===== src/rtl/swim_pkg.sv =====
// swim_pkg: shared SWIM receive FSM states, 48 MHz nominal timings and frame field widths
package swim_pkg;
  typedef enum logic [1:0] {S_IDLE, S_LOW, S_HIGH} state_t;
  localparam int T_BIT      = 132;
  localparam int T_BIT1     = 12;
  localparam int T_BIT0     = 120;
  localparam int T_SYNC     = 768;
  localparam int FRAME_BITS = 10;
  localparam int DATA_BITS  = 8;
endpackage


===== src/rtl/swim_pulse_meas.sv =====
// swim_pulse_meas: line synchroniser, edge strobes and saturating low/high run counters
// Ports: clk, reset (sync, active-high), swim_in (async line level),
//        fall/rise (one-cycle strobes on synchronised line), low_width/high_width (run lengths)
module swim_pulse_meas #(
  parameter int CNT_W = 10
) (
  input  logic             clk,
  input  logic             reset,
  input  logic             swim_in,
  output logic             fall,
  output logic             rise,
  output logic [CNT_W-1:0] low_width,
  output logic [CNT_W-1:0] high_width
);
  logic s1, s, s_prev;
  assign fall = s_prev && !s;
  assign rise = !s_prev && s;
  // On the rise strobe low_width equals the number of clk the line was low.
  always_ff @(posedge clk) begin
    if (reset) begin
      s1 <= 1'b1;
      s <= 1'b1;
      s_prev <= 1'b1;
      low_width <= '0;
      high_width <= '0;
    end else begin
      s1 <= swim_in;
      s <= s1;
      s_prev <= s;
      low_width <= fall ? CNT_W'(1) : (!s && !(&low_width)) ? low_width + 1'b1 : low_width;
      high_width <= rise ? '0 : (s && !(&high_width)) ? high_width + 1'b1 : high_width;
    end
  end
endmodule


===== src/rtl/swim_rx.sv =====
// swim_rx: STM8 SWIM low-speed frame receiver with sync detect and valid/ready byte output
// Ports: clk, reset (sync, active-high), rx_en (decode enable), swim_in (async line),
//        rx_data/rx_header/rx_valid/rx_ready (byte handshake),
//        sync_det/parity_err/frame_err/overrun (one-cycle status pulses)
module swim_rx
  import swim_pkg::*;
#(
  parameter int BIT1_MAX     = 48,
  parameter int BIT0_MAX     = 300,
  parameter int SYNC_MIN     = 600,
  parameter int GLITCH_MIN   = 3,
  parameter int IDLE_TIMEOUT = 480,
  parameter int CNT_W        = 10
) (
  input  logic                 clk,
  input  logic                 reset,
  input  logic                 rx_en,
  input  logic                 swim_in,
  output logic [DATA_BITS-1:0] rx_data,
  output logic                 rx_header,
  output logic                 rx_valid,
  input  logic                 rx_ready,
  output logic                 sync_det,
  output logic                 parity_err,
  output logic                 frame_err,
  output logic                 overrun
);
  localparam logic [CNT_W-1:0] G_MIN = CNT_W'(GLITCH_MIN);
  localparam logic [CNT_W-1:0] B1 = CNT_W'(BIT1_MAX);
  localparam logic [CNT_W-1:0] B0 = CNT_W'(BIT0_MAX);
  localparam logic [CNT_W-1:0] SY = CNT_W'(SYNC_MIN);
  localparam logic [CNT_W-1:0] T_OUT = CNT_W'(IDLE_TIMEOUT);
  localparam logic [3:0] LAST = 4'(FRAME_BITS - 1);
  state_t state, state_n;
  logic [3:0] bit_cnt, bit_cnt_n;
  logic [FRAME_BITS-1:0] shreg, shreg_n;
  logic fall, rise;
  logic [CNT_W-1:0] w, hw;
  logic is_glitch, is_sync, is_long, is_bit;
  logic lrise, done, par_ok, good;
  logic ev_sync, ev_ferr, ev_perr, ev_ovr, ev_load;
  swim_pulse_meas #(.CNT_W(CNT_W)) u_meas (
    .clk(clk),
    .reset(reset),
    .swim_in(swim_in),
    .fall(fall),
    .rise(rise),
    .low_width(w),
    .high_width(hw)
  );
  assign is_glitch = w < G_MIN;
  assign is_sync = w >= SY;
  assign is_long = !is_sync && w > B0;
  assign is_bit = !is_glitch && !is_sync && !is_long;
  always_comb begin
    state_n = state;
    bit_cnt_n = bit_cnt;
    shreg_n = shreg;
    if (!rx_en) begin
      state_n = S_IDLE;
      bit_cnt_n = '0;
    end else begin
      case (state)
        S_IDLE: state_n = fall ? S_LOW : S_IDLE;
        S_LOW: begin
          if (rise && is_glitch) state_n = (bit_cnt != 0) ? S_HIGH : S_IDLE;
          else if (rise && !is_bit) begin
            state_n = S_IDLE;
            bit_cnt_n = '0;
          end else if (rise) begin
            shreg_n = {shreg[FRAME_BITS-2:0], w <= B1};
            bit_cnt_n = (bit_cnt == LAST) ? '0 : bit_cnt + 1'b1;
            state_n = (bit_cnt == LAST) ? S_IDLE : S_HIGH;
          end
        end
        S_HIGH: begin
          if (fall) state_n = S_LOW;
          else if (hw >= T_OUT) begin
            state_n = S_IDLE;
            bit_cnt_n = '0;
          end
        end
        default: state_n = S_IDLE;
      endcase
    end
  end
  // shreg_n already holds the final bit when the tenth bit completes the frame.
  always_comb begin
    lrise = rx_en && state == S_LOW && rise;
    done = lrise && is_bit && bit_cnt == LAST;
    par_ok = (^shreg_n[DATA_BITS:1]) == shreg_n[0];
    good = done && par_ok;
    ev_sync = lrise && is_sync;
    ev_ferr = (lrise && ((is_sync && bit_cnt != 0) || is_long)) ||
              (rx_en && state == S_HIGH && !fall && hw >= T_OUT);
    ev_perr = done && !par_ok;
    ev_load = good && (!rx_valid || rx_ready);
    ev_ovr = good && rx_valid && !rx_ready;
  end
  always_ff @(posedge clk) begin
    if (reset) begin
      state <= S_IDLE;
      bit_cnt <= '0;
      shreg <= '0;
      rx_data <= '0;
      rx_header <= 1'b0;
      rx_valid <= 1'b0;
      sync_det <= 1'b0;
      parity_err <= 1'b0;
      frame_err <= 1'b0;
      overrun <= 1'b0;
    end else begin
      state <= state_n;
      bit_cnt <= bit_cnt_n;
      shreg <= shreg_n;
      sync_det <= ev_sync;
      parity_err <= ev_perr;
      frame_err <= ev_ferr;
      overrun <= ev_ovr;
      rx_valid <= ev_load || (rx_valid && !rx_ready);
      if (ev_load) begin
        rx_data <= shreg_n[DATA_BITS:1];
        rx_header <= shreg_n[FRAME_BITS-1];
      end
    end
  end
endmodule

===== config.mk =====
export PLATFORM = sky130hd
export DESIGN_NAME = swim_rx
export DESIGN_NICKNAME = d
export VERILOG_FILES = /design/src/rtl/swim_pkg.sv /design/src/rtl/swim_pulse_meas.sv /design/src/rtl/swim_rx.sv
export SDC_FILE = /design/constraint.sdc
export NUM_CORES = 1
export LEC_CHECK = 0
export CAP_MARGIN = 25
export CORE_ASPECT_RATIO = 0.8
export CORE_MARGIN = 2
export CORE_UTILIZATION = 30
export DETAILED_ROUTE_END_ITERATION = 12
export GPL_TIMING_DRIVEN = 0
export PLACE_DENSITY = 0.51
export SYNTH_ARGS = -nofsm -noshare
export SYNTH_HDL_FRONTEND = slang
export SYNTH_SLANG_ARGS = --single-unit

===== constraint.sdc =====
create_clock -name clk -period 2.26 [get_ports clk]
set_input_delay 0.339 -clock clk [delete_from_list [all_inputs] [get_ports clk]]
set_output_delay 0.339 -clock clk [all_outputs]
set_load 0.02 [all_outputs]

; After elaboration in Yosys (flattened, before gate mapping)
; Cells that the tools add are included.
[word_totals]
register_bits = 53
input_bits = 5
wordCells = 111
[op_classes]
add_sub_neg = 3
n_lt_le_gt_ge = 5
eq_ne = 10
mux = 23
n_bitwise = 1
n_reduce_logical = 53
[op_table]
columns = cell, n
row1 = 10-bit two-way mux, 5
row2 = 1-bit logical AND, 25
row3 = 4-bit two-way mux, 6
row4 = "10-bit by 1-bit adder with 10-bit output, second input constant", 2
row5 = 10-bit AND reduction, 2
row6 = 2-bit two-way mux, 7
row7 = 1-bit zero test, 12
row8 = "10-bit >= comparator, second input constant", 1
row9 = "10-bit by 9-bit >= comparator with 1-bit output, second input constant", 1
row10 = "10-bit by 9-bit greater-than comparator with 1-bit output, second input constant", 1
row11 = "10-bit by 6-bit less-or-equal comparator with 1-bit output, second input constant", 1
row12 = "10-bit by 2-bit < comparator with 1-bit output, second input constant", 1
row13 = 4-bit one-hot mux with 2 select lines, 1
row14 = 8-bit parity, 1
row15 = "2-bit != test, second input constant", 3
row16 = "3-bit != test, second input constant", 2
row17 = 2-bit one-hot mux with 3 select lines, 1
row18 = 2-bit OR reduction, 3
row19 = 5-bit AND reduction, 1
row20 = "4-bit by 1-bit adder with 4-bit output, second input constant", 1
row21 = "4-bit == test, second input constant", 1
row22 = 1-bit logical OR, 4
row23 = "4-bit != test, second input constant", 1
row24 = 2-bit nonzero test, 2
row25 = 8 further kinds, 10

; Depth between registers and ports, before layout
[logic_depth]
word_depth = 16
ltp_mapped = 10

; By module
; A second synthesis with hierarchy kept.
[unflattened]
cells_unflattened = 285
hier_area_um2 = 2635.0
[by_module_without_submodules]
columns = mod, instances, cells_each, area_per_inst_um2, seq_area_each_um2
row1 = swim_rx, 1, 156, 1463.9, 580.6
row2 = swim_pulse_meas, 1, 129, 1171.1, 460.4

; Worst setup path before layout
; OpenSTA, ideal clock, no wires.
[synth_path]
path_kind = reg2reg
start = register u_meas.low_width[0]
end = register shreg[0]
arrival_ps = 1719
required_ps = 2134
slack_ps = 415
path_stages_with_launch = 9
n_path_buf = 2
synth_period_minus_slack_ps = 1845
cell_sequence = dfxtp_1 > ha_1 > nor3_1 > a31oi_1 > and4_1 > buf_2 > buf_4 > mux2i_1 > nor2_1
[synth_via]
elab_chain_len = 11
elab_cells_between_ends = 18
classes_between = 4 x order compare / 5 x mux / 9 x reduce/logical
[synth_rtl]
columns = item, line_no
row1 = "start, declared", swim_pulse_meas.sv:12  ; output logic [CNT_W-1:0] low_width,
row2 = "start signal, assigned", swim_pulse_meas.sv:30  ; low_width <= fall ? CNT_W'(1) : (!s && !(&low_width)) ? low_width + 1'b1 : low_width;
row3 = 10-bit >= comparator, swim_rx.sv:52  ; assign is_sync = w >= SY;
row4 = 1-bit zero test, "swim_rx.sv:53, swim_rx.sv:54"
row5 = 1-bit logical AND, swim_rx.sv:53  ; assign is_long = !is_sync && w > B0;
row6 = 1-bit zero test, swim_rx.sv:54  ; assign is_bit = !is_glitch && !is_sync && !is_long;
row7 = 1-bit logical AND, swim_rx.sv:54
row8 = 1-bit zero test, swim_rx.sv:67  ; else if (rise && !is_bit) begin
row9 = 1-bit logical AND, swim_rx.sv:67
row10 = 10-bit two-way mux, swim_rx.sv:67
row11 = 10-bit two-way mux *, swim_rx.sv:66  ; if (rise && is_glitch) state_n = (bit_cnt != 0) ? S_HIGH : S_IDLE;
row12 = 10-bit two-way mux *, swim_rx.sv:63  ; case (state)
row13 = 10-bit two-way mux *, swim_rx.sv:59  ; if (!rx_en) begin
row14 = "end signal, assigned", swim_rx.sv:115  ; shreg <= shreg_n;
row15 = "end, declared", swim_rx.sv:36  ; logic [FRAME_BITS-1:0] shreg, shreg_n;
; Mark *: on every way between the ends. The rest lies on a longest branch, timed or not.
; A chain may end at the register's enable or synchronous reset.

; Worst setup path in the final report
[layout_path]
start = register u_meas.low_width[6]
end = register rx_data[1]
[layout_via]
elab_chain_len = 15
elab_cells_between_ends = 24
classes_between = 4 x order compare / 1 x eq/ne / 5 x mux / 14 x reduce/logical
[layout_rtl]
columns = item, line_no
row1 = 10-bit >= comparator, swim_rx.sv:52
row2 = 1-bit zero test, "swim_rx.sv:53, swim_rx.sv:54"
row3 = 1-bit logical AND, swim_rx.sv:53
row4 = 1-bit zero test, swim_rx.sv:54
row5 = 1-bit logical AND, swim_rx.sv:54
row6 = 1-bit zero test, swim_rx.sv:67
row7 = 1-bit logical AND, swim_rx.sv:67
row8 = 10-bit two-way mux, swim_rx.sv:67
row9 = 10-bit two-way mux, swim_rx.sv:66
row10 = 10-bit two-way mux, swim_rx.sv:63
row11 = 10-bit two-way mux, swim_rx.sv:59
row12 = 8-bit parity, swim_rx.sv:91  ; par_ok = (^shreg_n[DATA_BITS:1]) == shreg_n[0];
row13 = 1-bit == test, swim_rx.sv:91
row14 = 1-bit logical AND, swim_rx.sv:92  ; good = done && par_ok;
row15 = 1-bit logical AND, swim_rx.sv:97  ; ev_load = good && (!rx_valid || rx_ready);
row16 = "end signal, assigned", swim_rx.sv:122  ; rx_data <= shreg_n[DATA_BITS:1];
row17 = "end, declared", swim_rx.sv:19  ; output logic [DATA_BITS-1:0] rx_data,
; Parallel ways exist; a longest one is shown, timed or not.

==> summary.txt <==
Status
  • Status: finished clean

Global route
  • GRT overflow: 0
  • Vias in the first global route: roughly 1700
  • Largest net degree at the start of global routing: 16
  • Initial antenna violation count: 0
  • All-Layer GR Usage: between 10 and 15%
  • First-pass GRT wire length: 8231 µm

STA
  • Clock Skews: 0.01267 ns
  • Worst slew margin: between 60% and 70%
  • Worst-margin pin slew: between 0.5 and 0.6 ns
  • Min cycle time layout: about 2.0 ns
  • Final Cycle Share: 90.64%
  • Slew Limit Fails: 0
  • Max Fclk: around 0.5 GHz
  • Setup_tns: 0 ns
  • RSZ-0062 raised after global routing: no
  • Final setup violation count: 0
  • Final hold vios: 0

Critical path
  • WP depth: 6
  • Crit Path Category: flop to flop
  • Reg2reg end: rx_data[1]
  • Endpoint class of the critical path: flop
  • Critical path, cell by cell: nor4_4 -> o21a_1 -> xnor3_1 -> nand4_4 -> buf_8 -> o21ai_0
  • Worst setup path end: rx_data[1]
  • Critical Path Start: u_meas.low_width[6]
  • Crit path max-delay family: simple AND/OR/NAND/NOR gates
  • Worst EP arrival: 2.23 ns
  • CP max-delay cell: xnor3_1
  • Startpoint type of the worst setup path: flop
  • Crit-path max cell delay: ~0.47 ns
  • R2r setup slk: ~0.21 ns
  • R2R cell count: 6
  • Reg2reg start: u_meas.low_width[6]
  • Worst Path Max Fanout: 10
  • Worst EP required: ~2.4 ns
  • WP buf/inv: 1

Yosys
  • Ys flop type: dfxtp_1
  • Synth area leader: dfxtp_1
  • Post-Synthesis Net Count: about 280
  • Syn Inst Count: 266
  • EDFF count, synth: 0
  • Avg Inst Size Synth: approximately 9.3 µm²
  • FFs w/ async S/R, synth: 0%
  • Register area share after synthesis: a little over two fifths
  • Post-synth design cell area: between 0.002 and 0.0025 mm²
  • Synth warn: 0
  • Count of cell types in the netlist: 46
  • Top-area cell type share of the netlist area: 42.25%
  • #FFs+latches synth: 52
  • Synth top area cells: dfxtp_1 42%, nor2_1 6.1%, xnor2_1 5.0%

Flow run
  • Max-cap check violation count: 0

Pwr
  • Switch Pwr: around 360 µW
  • VDD IR max: about 0.00022 V
  • Sw Share: between 20% and 30%
  • Internal: between 1000 and 1500 µW
  • Pleak: 0.0009971 µW
  • Pwr Density: around 540 mW/mm²
  • Clk pwr share: 35.6%
  • Seq pwr share: 60.0%
  • Comb pwr share: around 4.5%
  • Final Power: about 1600 µW

Final layout
  • Final core utilization: a little over a third
  • Finished Layout Cells: between 300 and 400
  • Layout cells sized above 1: under 10%
  • Area Growth Syn to Fin: 16.66%
  • Commonest non-fill, non-tap cell in the layout: dfxtp_1
  • # nets final: between 300 and 400
  • N_diodes: 0
  • Most frequent cells in the layout: 50 x dfxtp_1, 40 x nor2_1, 17 x clkdlybuf4s50_1

Routing
  • Detailed Route WL: 4809 µm
  • Drt pass-1 iters: 4
  • 1st-iter DRT viols: around 70
  • Antenna viol nets, final: 0
  • DR vias/cell: between 4 and 5
  • Vias: around 1800
  • Wire per inst: approximately 12 µm
  • Remaining DRCs: 0

Floorplan
  • # IOs: 19
  • FP Rows: 29
  • Full die area: around 0.0090 mm²
  • Chip Height: 85.06 µm
  • Initial Util: between 30% and 40%
  • Core ar.: about 0.0079 mm²
  • Die Wd: about 110 µm

Place
  • IO Port Bufs: 17
  • Placed cell count: 391
  • Placer Congestion: ~0.83
  • Post-DP HPWL: ~3300 µm

Hold path
  • Worst min path class: flop to flop

CTS
  • CTS tree: done
  • Clock root buffer: clkbuf_8
  • H-tree depth: 2
  • Max clock buf depth: 2
  • Clk sinks: 52
  • CTS buffer count: 5
  • CTS Hold Buffers Added: 0
  • Worst-Skew Late Latency: 0.30 ns
  • Worst-path clk slew: about 0.1 ns
[worst register-to-register path, cell delays in order, from the launching register on]
cell and delay [ns]:
dfxtp_1 0.41, nor4_4 0.39, o21a_1 0.21, xnor3_1 0.47
nand4_4 0.20, buf_8 0.16, o21ai_0 0.09
[how the worst min path moves through the flow]
| stage | cells after the start | startpoint | slack [ns] | endpoint |
|---|---|---|---|---|
| 2_1_floorplan | 1 | u_meas.s1 | 0.39 | u_meas.s |
| 6_report | 1 | u_meas.s1 | 0.43 | u_meas.s |
| 5_1_grt | 1 | u_meas.s1 | 0.44 | u_meas.s |
| 3_3_place_gp | 1 | u_meas.s1 | 0.41 | u_meas.s |
| 3_5_place_dp | 1 | u_meas.s1 | 0.40 | u_meas.s |
| 4_1_cts | 1 | u_meas.s1 | 0.43 | u_meas.s |
[cell type report]
class                           instances  area [µm²]
Tap cell                              108       135.1
Timing Repair Buffer                   17       170.2
Fill cell                             804        5072
Inverter                                9       33.78
Clock buffer                            7       86.33
Buffer                                 11       61.31
Sequential cell                        52        1044
Multi-Input combinational cell        194        1336
Clock inverter                          1       7.507
[Yosys cell counts (all sizes together) (7+ instances only)]
master  number
o21ai        9
nand4        7
mux2i        9
dfxtp       52
nand3        7
nor2        40
a21oi        8
nand2       11
xnor2       14
inv          9
ha           7
nand3b      10
xor2        10
nand2b      15
[power groups by stage]
stage          clock network, µW  logic (µW)  registers [µW]
2_1_floorplan                  0        51.4             956
5_1_grt                      617        80.7             941
4_1_cts                      581        71.0             938
3_5_place_dp                   0        70.7             959
6_report                     556        70.1             939
3_3_place_gp                   0        70.4             959
[layer usage]
layer	part of all wire, %	vias to the layer above	global-route usage (%)
li1	-	960	-
met1	54	830	15.69
met2	43	23	17.01
met3	2.9	2	2.688
met4	0.37	0	2.788
met5	0	-	0
[metrics by stage]
stage               instance area (µm²)  hold WS, ns  setup slack (ns)
floorplan                          2464       0.3895            0.4151
global placement                   2769       0.4072           0.04210
detailed placement                 2769       0.4013           0.02424
CTS                                2864       0.4280           0.03334
global route                       2874       0.4421           0.03290
finish                             2874       0.4255            0.2115
[flip-flops by register name, indices dropped and copies added (netlist names), 2 cells and up]
register and count:
bit_cnt 4, shreg 9, state 2, u_meas.low_width 10, rx_data 8, u_meas.high_width 10
[kinds of logic after synthesis]
logic type	after synthesis	share of synthesized area, %
buffers and inverters	20	3.859
xor gates and xnor gates	25	9.446
muxes	9	3.657
and+or+nand+nor	123	29.46
AOI/OAI and AO/OA	30	7.771
DFF	52	42.26
adders and majority gates	7	3.555
[timing repair]
item	CTS	global route
setup buffers	0	0
gates cloned	0	0
gates resized for setup	1	3
endpoints found under the setup margin	3	19
(Power assumes the default switching activity.)
